[config.mk]
export PLATFORM = sky130hd
export DESIGN_NAME = i2c_arb
export DESIGN_NICKNAME = d
export VERILOG_FILES = /design/src/rtl/i2c_arb.sv
export SDC_FILE = /design/constraint.sdc
export NUM_CORES = 1
export LEC_CHECK = 0
export BUFFER_PORTS_ARGS = -buffer_cell sky130_fd_sc_hd__clkbuf_2
export CORE_ASPECT_RATIO = 0.6
export CORE_MARGIN = 2
export CORE_UTILIZATION = 57
export CTS_BUF_LIST = sky130_fd_sc_hd__clkbuf_4 sky130_fd_sc_hd__clkbuf_8
export CTS_CLUSTER_DIAMETER = 200
export DETAILED_ROUTE_END_ITERATION = 8
export PLACE_DENSITY = 0.88
export SYNTH_ARGS = -nofsm -noshare
export SYNTH_HDL_FRONTEND = slang
export SYNTH_SLANG_ARGS = --single-unit
[constraint.sdc]
create_clock -name clk -period 2.4 [get_ports clk]
set_input_delay 0.36 -clock clk [delete_from_list [all_inputs] [get_ports clk]]
set_output_delay 0.36 -clock clk [all_outputs]
set_load 0.01 [all_outputs]
[src/rtl/i2c_arb.sv]
// Two-requester arbiter in front of a single I2C master transmitter.
// Ownership lasts a whole transaction (through the word with bit 8 set); an idle owner is released on timeout.
module i2c_arb #(
    parameter int unsigned TIMEOUT = 1024
) (
    input  logic       clk,
    input  logic       rst_n,
    input  logic       r0_valid,
    input  logic [8:0] r0_data,
    output logic       r0_ready,
    input  logic       r1_valid,
    input  logic [8:0] r1_data,
    output logic       r1_ready,
    output logic [8:0] i2c_data,
    output logic       i2c_wr,
    input  logic       i2c_busy,
    output logic       locked,
    output logic       owner,
    output logic       abort
);
    localparam int unsigned CNT_W = $clog2(TIMEOUT + 1);
    localparam logic [CNT_W-1:0] CNT_LAST = CNT_W'(TIMEOUT - 1);

    localparam logic [1:0] S_IDLE  = 2'd0;
    localparam logic [1:0] S_ISSUE = 2'd1;
    localparam logic [1:0] S_GUARD = 2'd2;
    localparam logic [1:0] S_WAIT  = 2'd3;

    logic [1:0]       state, state_nx;
    logic [CNT_W-1:0] cnt, cnt_nx;
    logic [8:0]       data_nx;
    logic             owner_nx, locked_nx, wr_nx, abort_nx;
    logic             grant0, grant1;
    logic             xfer, own_valid, counting;
    logic [8:0]       xfer_data;

    // Grant selection: locked owner only, otherwise single valid or round-robin on a tie
    always_comb begin
        grant0 = 1'b0;
        grant1 = 1'b0;
        if (rst_n && state == S_IDLE && !i2c_busy) begin
            if (locked) begin
                grant0 = !owner && r0_valid;
                grant1 = owner && r1_valid;
            end else if (r0_valid && r1_valid) begin
                grant0 = owner;
                grant1 = !owner;
            end else begin
                grant0 = r0_valid;
                grant1 = r1_valid;
            end
        end
    end

    assign r0_ready  = grant0;
    assign r1_ready  = grant1;
    assign xfer      = grant0 | grant1;
    assign xfer_data = grant1 ? r1_data : r0_data;
    assign own_valid = owner ? r1_valid : r0_valid;
    assign counting  = (state == S_IDLE) && locked && !own_valid;

    always_comb begin
        state_nx  = state;
        data_nx   = i2c_data;
        owner_nx  = owner;
        locked_nx = locked;
        cnt_nx    = '0;
        wr_nx     = 1'b0;
        abort_nx  = 1'b0;
        case (state)
            S_IDLE: begin
                if (xfer) begin
                    state_nx  = S_ISSUE;
                    data_nx   = xfer_data;
                    owner_nx  = grant1;
                    locked_nx = !xfer_data[8];
                    wr_nx     = 1'b1;
                end else if (counting) begin
                    if (cnt == CNT_LAST) begin
                        locked_nx = 1'b0;
                        abort_nx  = 1'b1;
                    end else begin
                        cnt_nx = cnt + CNT_W'(1);
                    end
                end
            end
            S_ISSUE: state_nx = S_GUARD;
            // Busy is not trusted here: the transmitter raises it a cycle late
            S_GUARD: state_nx = S_WAIT;
            S_WAIT:  if (!i2c_busy) state_nx = S_IDLE;
            default: state_nx = S_IDLE;
        endcase
    end

    always_ff @(posedge clk) begin
        if (!rst_n) begin
            state    <= S_IDLE;
            cnt      <= '0;
            i2c_data <= '0;
            i2c_wr   <= 1'b0;
            owner    <= 1'b1;
            locked   <= 1'b0;
            abort    <= 1'b0;
        end else begin
            state    <= state_nx;
            cnt      <= cnt_nx;
            i2c_data <= data_nx;
            i2c_wr   <= wr_nx;
            owner    <= owner_nx;
            locked   <= locked_nx;
            abort    <= abort_nx;
        end
    end
endmodule

==> run summary, run 1 <==
- 21.0% — area growth from synthesis to layout
- 0 — Remaining Overflow, GRT
- 26 — Sinks on Clock Net
- 65.9% — worst slew slack as a fraction of its limit
- 0.00151 mm² — placed standard-cell area
- 3.25% — share of synthesized area spent on multiplexers
- 60.6% — starting density of the core
- 0.00216 mm² — placeable core area
- 214 — net total in the final layout
- 24.4% — total routing usage reported by global routing
- 0 — number of post-CTS setup repair buffers
- r1_data[4] — source of the worst hold timing path
- flip-flop — crit start category
- 0.801 — final weighted congestion of routability-driven global placement
- 358 µW — net switching power
- 839 µW — Power Internal
- 0 — number of maximum-capacitance violations
- sky130_fd_sc_hd__inv_1 — CP most frequent cell
- 0 — final hold viol count
- 72 — drt first-iter violations
- 0.00266 ns — worst clock skew on the final layout
- 0 — initial antenna violation count
- 3010 µm — final wirelength
- 5.29 — Avg Vias per Cell
- false — unrepaired setup endpoints after global routing
- 755 mW/mm² — PD cells
- 65.9 µm — width of the die
- 41.1 µm — Die Height
- 0.000652 µW — leakage power figure
- 1.85 ns — WP data arrival
- 0.511 ns — Tightest Pin Transition
- 2.21 ns — min Tclk post-route
- 4.68% — xor/xnor share of the synthesized area
- 0 — count of inserted antenna diode cells
- 0.00131 mm² — synthesized area
- 29.9% — fraction of power spent switching nets
- 10 — critical path fanouts, max
- 0.00159 mm² — Non-Filler Cell Area, Final
- 39.7% — proportion of netlist area held by the largest area contributor
- 557 µV — VDD IR max
- 452 MHz — Highest Clock Rate
- 27.0% — Comb power frac
- cnt[0]$_SDFF_PP0_ — reg-to-reg critical path startpoint
- 4.78% — share of synthesized cell area in full adder, half adder and majority cells
- 0 — final setup vio count
- 26 — register bit total from synthesis
- done — CTS tree
- sky130_fd_sc_hd__dfxtp_1 (40%), sky130_fd_sc_hd__nor2_1 (6.0%), sky130_fd_sc_hd__ha_1 (4.8%) — dominant cells by area after synthesis
- sky130_fd_sc_hd__clkbuf_8 — clock root cell
- 0 — remaining antenna violation count after routing
- 8.91 µm² — Post-Syn Area per Cell
- sky130_fd_sc_hd__a2111o_1 — Max stage delay cell, worst path
- 3 — CTS Buf Count
- sky130_fd_sc_hd__dfxtp_1 — most used flip-flop cell after synthesis
- 2.04 ns — worst endpoint required time
- 18 — maximum number of pins on one net before global-route repair
- 0 — number of synthesis warnings
- 0.354 ns — Post-Route Hold Slack
- 147 — Synth Instances
- flip-flop to output pin — Setup CP Type
- finished, final reports clean — run status
- 0 — number of flops mapped to enable cells by yosys
- 29.9% — proportion of power drawn by the clock network
- 27.6% — fraction of layout instances using a drive strength above 1
- 0.51 ns — max incr delay on CP
- 2 — maximum clock path buffer count
- 0 — number of pins with negative max-slew slack in the final report
- 36 — post-synthesis cell type count
- 14.0 µm — average wire length per cell after detail routing
- 12.7% — synthesized-area fraction occupied by ao, oa, aoi and oai cells
- 175 — number of nets produced by synthesis
- 0 ns — final setup TNS
- 1 — Clock H-tree levels
- 13 — num rows
- 1137 — total via count after detailed routing
- state[0]$_SDFFE_PN0P_ — critical path launch point
- output pin — Worst Setup End Kind
- 0 — count of unresolved DRC violations after routing
- 2360 µm — total half-perimeter wirelength after legalization and detailed placement
- 4770 µm — wire length of the first global-routing pass
- 0.00271 mm² — area of the die
- 29.5% — share of synthesized cell area in and, or, nand and nor gates
- 37 — count of buffers inserted at the top-level ports
- 39.7% — share of the yosys chip area belonging to registers
- sky130_fd_sc_hd__dfxtp_1 — cell type with the highest aggregate area in the netlist
- 0.27 ns — clock latency at the later pin of the worst-skew pair
- 0% — Async S/R FF share, synth
- 38 — number of placed I/O pins
- 4 — number of iterations in the first detailed-routing pass
- input pin to flip-flop — hold crit path type
- 92.3% — part of the cycle the worst path needs
- 1044 — vias in the first global route
- inv_1 > ha_2 > nand3b_4 > a2111o_1 > inv_1 > clkbuf_2 — list of cells traversed by the critical path
- 43.1% — sequential fraction of design power
- simple AND/OR/NAND/NOR gates — main combinational cell family by area after synthesis
- 0.09 ns — Clock Pin Slew Worst Setup and Hold Paths
-- metrics by stage --
step                      util, %  setup slack [ns]  total power [µW]  cells
after global placement       69.9             0.490               812    211
after CTS                    73.2             0.107              1200    215
final                        73.3             0.185              1200    215
after floorplan                 -             0.654               741    147
after global routing         73.3            0.0881              1260    215
after detailed placement     69.9             0.416               839    211
-- cell usage in the layout, fill, tap and decap left out --
| cell type | instances |
|---|---|
| sky130_fd_sc_hd__a2111o_1 | 1 |
| sky130_fd_sc_hd__a2111oi_2 | 1 |
| sky130_fd_sc_hd__a211oi_4 | 1 |
| sky130_fd_sc_hd__a21oi_1 | 6 |
| sky130_fd_sc_hd__a31oi_1 | 1 |
| sky130_fd_sc_hd__a41oi_1 | 1 |
| sky130_fd_sc_hd__and2b_1 | 1 |
| sky130_fd_sc_hd__and3b_1 | 1 |
| sky130_fd_sc_hd__buf_4 | 2 |
| sky130_fd_sc_hd__bufinv_16 | 1 |
| sky130_fd_sc_hd__clkbuf_2 | 37 |
| sky130_fd_sc_hd__clkbuf_8 | 3 |
| sky130_fd_sc_hd__dfxtp_1 | 26 |
| sky130_fd_sc_hd__ha_1 | 4 |
| sky130_fd_sc_hd__ha_2 | 1 |
| sky130_fd_sc_hd__inv_1 | 9 |
| sky130_fd_sc_hd__mux2i_1 | 2 |
| sky130_fd_sc_hd__mux2i_4 | 1 |
| sky130_fd_sc_hd__nand2_1 | 7 |
| sky130_fd_sc_hd__nand3_1 | 5 |
| sky130_fd_sc_hd__nand3b_1 | 2 |
| sky130_fd_sc_hd__nand3b_4 | 1 |
| sky130_fd_sc_hd__nand4_1 | 1 |
| sky130_fd_sc_hd__nand4_4 | 1 |
| sky130_fd_sc_hd__nor2_1 | 21 |
| sky130_fd_sc_hd__nor2_2 | 1 |
| sky130_fd_sc_hd__nor2b_1 | 10 |
| sky130_fd_sc_hd__nor3_1 | 9 |
| sky130_fd_sc_hd__nor3b_1 | 2 |
| sky130_fd_sc_hd__nor4_1 | 2 |
| sky130_fd_sc_hd__nor4b_4 | 1 |
| sky130_fd_sc_hd__o21a_1 | 1 |
| sky130_fd_sc_hd__o21ai_0 | 12 |
| sky130_fd_sc_hd__o31ai_1 | 1 |
| sky130_fd_sc_hd__or2_1 | 1 |
| sky130_fd_sc_hd__or3_1 | 1 |
| sky130_fd_sc_hd__xnor2_1 | 5 |
| sky130_fd_sc_hd__xor2_1 | 2 |
-- power by group through the flow --
stage	clock network (µW)	registers (µW)	logic (µW)
floorplan	0	526	215
global placement	0	520	292
detailed placement	0	526	313
CTS	364	515	319
global route	379	522	360
finish	358	516	324
-- layout make-up --
class	count	area [µm²]
multi-input cells	107	722
flip-flops and latches	26	520
inverters	9	33.8
fillers	153	578
clock inverters	1	30.0
repair buffers	39	200
clock buffers	3	41.3
well taps	30	37.5
-- worst paths after layout --
path	endpoint	slack, ns	depth (start not counted)
worst max-delay path	r0_ready	0.19	6
worst min-delay path	i2c_data[4]$_SDFFE_PN0P_	0.35	3
worst max register to register	cnt[7]$_SDFF_PP0_	0.50	5
worst min register to register	cnt[0]$_SDFF_PP0_	0.48	1
-- logic make-up after synthesis --
family,Yosys count
AND/OR/NAND/NOR,67
flip-flops,26
AO/OA/AOI/OAI,25
buffers and inverters,14
XOR/XNOR,7
adder cells (fa/ha/maj),5
multiplexers,3
-- timing repair --
item / 4_1_cts / 5_1_grt
hold buffers: 0 / 0
resized for setup: 0 / 1
endpoints found under the setup margin: 0 / 1
-- registers in the layout, indices dropped and copies added, names as in the netlist --
| signal | flops |
|---|---|
| owner | 1 |
| abort | 1 |
| state | 2 |
| i2c_data | 9 |
| cnt | 11 |
| i2c_wr | 1 |
| locked | 1 |
-- synth_stat cells (5+ instances only) --
library cell              count
sky130_fd_sc_hd__nand3_1      5
sky130_fd_sc_hd__nor2b_1     10
sky130_fd_sc_hd__dfxtp_1     26
sky130_fd_sc_hd__xnor2_1      5
sky130_fd_sc_hd__nand2_1      7
sky130_fd_sc_hd__a21oi_1      6
sky130_fd_sc_hd__o21ai_0     12
sky130_fd_sc_hd__nor2_1      21
sky130_fd_sc_hd__nor3_1       9
sky130_fd_sc_hd__ha_1         5
sky130_fd_sc_hd__inv_1        9
-- layer usage --
| layer | up-vias | GRT usage [%] | wire length (µm) |
|---|---|---|---|
| met3 | 4 | 5.22 | 136 |
| met5 | - | 0 | 0 |
| met4 | 0 | 8.33 | 26 |
| met1 | 526 | 30.2 | 1360 |
| met2 | 33 | 43.7 | 1480 |
| li1 | 574 | - | - |
-- critical path, delay by kind of cell (launching register included) --
kind,cells,cell delay (ns)
AND/OR/NAND/NOR,1,0.15
buffers and inverters,3,0.31
adder cells (fa/ha/maj),1,0.27
AO/OA/AOI/OAI,1,0.51
flip-flops,1,0.33
Note: power is estimated with default switching activity, not from simulation.
==> inputs of run 2 (changes only) <==
- clock period: 2.4 -> 2.8 ns (I/O delays scaled with it)
==> run 2 against run 1 <==
  * Count of clock-buffer cells in the layout did not move
  * Sequential share of layout area up 0.85 points
  * Critical path depth unchanged
==> run summary, run 2 (same netlist as run 1, synthesis figures left out) <==
- flip-flop — crit start category
- 12.9 µm — average wire length per cell after detail routing
- 0 — remaining antenna violation count after routing
- 3 — CTS Buf Count
- 0 ns — final setup TNS
- 596 mW/mm² — PD cells
- 5 — path depth of the worst reg2reg path
- r0_ready — Worst setup endpoint
- sky130_fd_sc_hd__a2111o_1 — Max stage delay cell, worst path
- 998 — vias in the first global route
- 5.21 — Avg Vias per Cell
- 0 — count of inserted antenna diode cells
- 0 — number of pins with negative max-slew slack in the final report
- sky130_fd_sc_hd__clkbuf_8 — clock root cell
- cnt[3]$_SDFF_PP0_ — endpoint of the lowest-slack register-to-register path
- inv_1 > ha_1 > nand3b_4 > a2111o_1 > inv_1 > clkbuf_2 — list of cells traversed by the critical path
- 2 — maximum clock path buffer count
- 0 — number of post-CTS setup repair buffers
- 4420 µm — wire length of the first global-routing pass
- 921 µW — Pwr Total
- sky130_fd_sc_hd__clkbuf_2 — commonest non-fill, non-tap cell in the layout
- 26 — Sinks on Clock Net
- 41.1 µm — Die Height
- 0 — number of maximum-capacitance violations
- 0.738 — final weighted congestion of routability-driven global placement
- sky130_fd_sc_hd__clkbuf_2 (37), sky130_fd_sc_hd__dfxtp_1 (26), sky130_fd_sc_hd__nor2_1 (21), sky130_fd_sc_hd__o21ai_0 (12), sky130_fd_sc_hd__nor2b_1 (10) — top library cells by usage in the layout, fill and taps aside
- output pin — Worst Setup End Kind
- 0.767 ns — Placement Setup Slack
- 65.9 µm — width of the die
- 423 MHz — Highest Clock Rate
- 0.515 ns — Tightest Pin Transition
- 0.436 ns — Worst Setup Slack, final
- 0.00216 mm² — placeable core area
- 48.1% — sequential fraction of design power
- 213 — non-filler instance count after layout
- 2.38 ns — worst endpoint required time
- 0 — initial antenna violation count
- cnt[0]$_SDFF_PP0_ — reg-to-reg critical path startpoint
- 2760 µm — final wirelength
- 620 µW — Power Internal
- 0.50 ns — max incr delay on CP
- state[0]$_SDFFE_PN0P_ — critical path launch point
- 29.5% — Comb power frac
- 2090 µm — total half-perimeter wirelength after legalization and detailed placement
- 1109 — total via count after detailed routing
- 37 — count of buffers inserted at the top-level ports
- finished, final reports clean — run status
- 84.4% — part of the cycle the worst path needs
- input pin to flip-flop — hold crit path type
- sky130_fd_sc_hd__inv_1 — CP most frequent cell
- 0 — final setup vio count
- compound AO/OA/AOI/OAI gates — cell family with most CP delay
- 213 — net total in the final layout
- cnt (11), i2c_data (9), state (2) — Top Registers
- 0 — final hold viol count
- 0.27 ns — clock latency at the later pin of the worst-skew pair
- 4 — number of iterations in the first detailed-routing pass
- flip-flop to output pin — Setup CP Type
- 26.2% — fraction of layout instances using a drive strength above 1
- 11 — max reg flops
- 68 — drt first-iter violations
- cnt — Largest Register
- 301 µW — net switching power
- 0.00245 ns — worst clock skew on the final layout
- 210 — placed cells
- 32.7% — fraction of power spent switching nets
- 158 — fill cell total of the finished layout
- 19 — maximum number of pins on one net before global-route repair
- 0 — CTS Hold Buffers Added
- 0.00271 mm² — area of the die
- 2.36 ns — min Tclk post-route
- 0 — Remaining Overflow, GRT
- 10 — critical path fanouts, max
- 18.0% — area growth from synthesis to layout
- 3 — number of buffers and inverters on the critical path
- 0 — number of gates resized after cts
- 6 — Stages on worst setup path
- 514 µV — VDD IR max
- 0.08 ns — Clock Pin Slew Worst Setup and Hold Paths
- 13 — num rows
- 1 — Clock H-tree levels
- 38 — number of placed I/O pins
- 0.000634 µW — leakage power figure
- 22.3% — proportion of power drawn by the clock network
- 65.5% — worst slew slack as a fraction of its limit
- 0 — count of unresolved DRC violations after routing
- 0.91 ns — reg-to-reg setup timing slack
- 1.94 ns — WP data arrival
- 22.8% — total routing usage reported by global routing
- done — CTS tree
- false — unrepaired setup endpoints after global routing
- 60.6% — starting density of the core
run 2: worst min-delay path by stage:
stage | startpoint | end | slack [ns] | depth (start not counted)
finish | r1_data[7] | i2c_data[7]$_SDFFE_PN0P_ | 0.42 | 3
global route | r1_data[1] | i2c_data[1]$_SDFFE_PN0P_ | 0.43 | 3
CTS | r1_data[7] | i2c_data[7]$_SDFFE_PN0P_ | 0.42 | 3
detailed placement | cnt[10]$_SDFF_PP0_ | cnt[10]$_SDFF_PP0_ | 0.45 | 2
global placement | cnt[10]$_SDFF_PP0_ | cnt[10]$_SDFF_PP0_ | 0.43 | 2
floorplan | cnt[10]$_SDFF_PP0_ | cnt[10]$_SDFF_PP0_ | 0.42 | 2
run 2: worst min-delay path, stage by stage:
cell                       delay (ns)
sky130_fd_sc_hd__clkbuf_2        0.08
sky130_fd_sc_hd__nor2b_1         0.10
sky130_fd_sc_hd__nor3_1          0.05
run 2: layer usage:
| metal | global-route usage (%) | up-vias | wire length (µm) |
|---|---|---|---|
| met1 | 27.5 | 497 | 1280 |
| li1 | - | 575 | - |
| met3 | 6.59 | 7 | 133 |
| met4 | 8.33 | 0 | 38 |
| met2 | 40.4 | 30 | 1300 |
| met5 | 0 | - | 0 |
run 2: power groups by stage:
| stage | registers (µW) | logic, µW | clock network (µW) |
|---|---|---|---|
| after floorplan | 451 | 184 | 0 |
| after global placement | 446 | 251 | 0 |
| after detailed placement | 451 | 266 | 0 |
| after CTS | 443 | 273 | 212 |
| after global routing | 450 | 301 | 222 |
| final | 443 | 272 | 206 |
run 2: per-stage QoR:
step	util (%)	area, µm²	hold WS (ns)
global placement	69.5	1500	0.430
CTS	71.4	1550	0.416
finish	71.4	1550	0.420
global route	71.4	1550	0.434
detailed placement	69.5	1500	0.447
floorplan	-	1310	0.423
run 2: area by class of cell:
type	count	area (µm²)	area share, %
tap	30	37.5	2.43
multi-input combinational	107	719	46.6
sequential	26	520	33.7
inverter	9	33.8	2.19
timing repair buffer	38	193	12.5
clock buffer	3	41.3	2.67
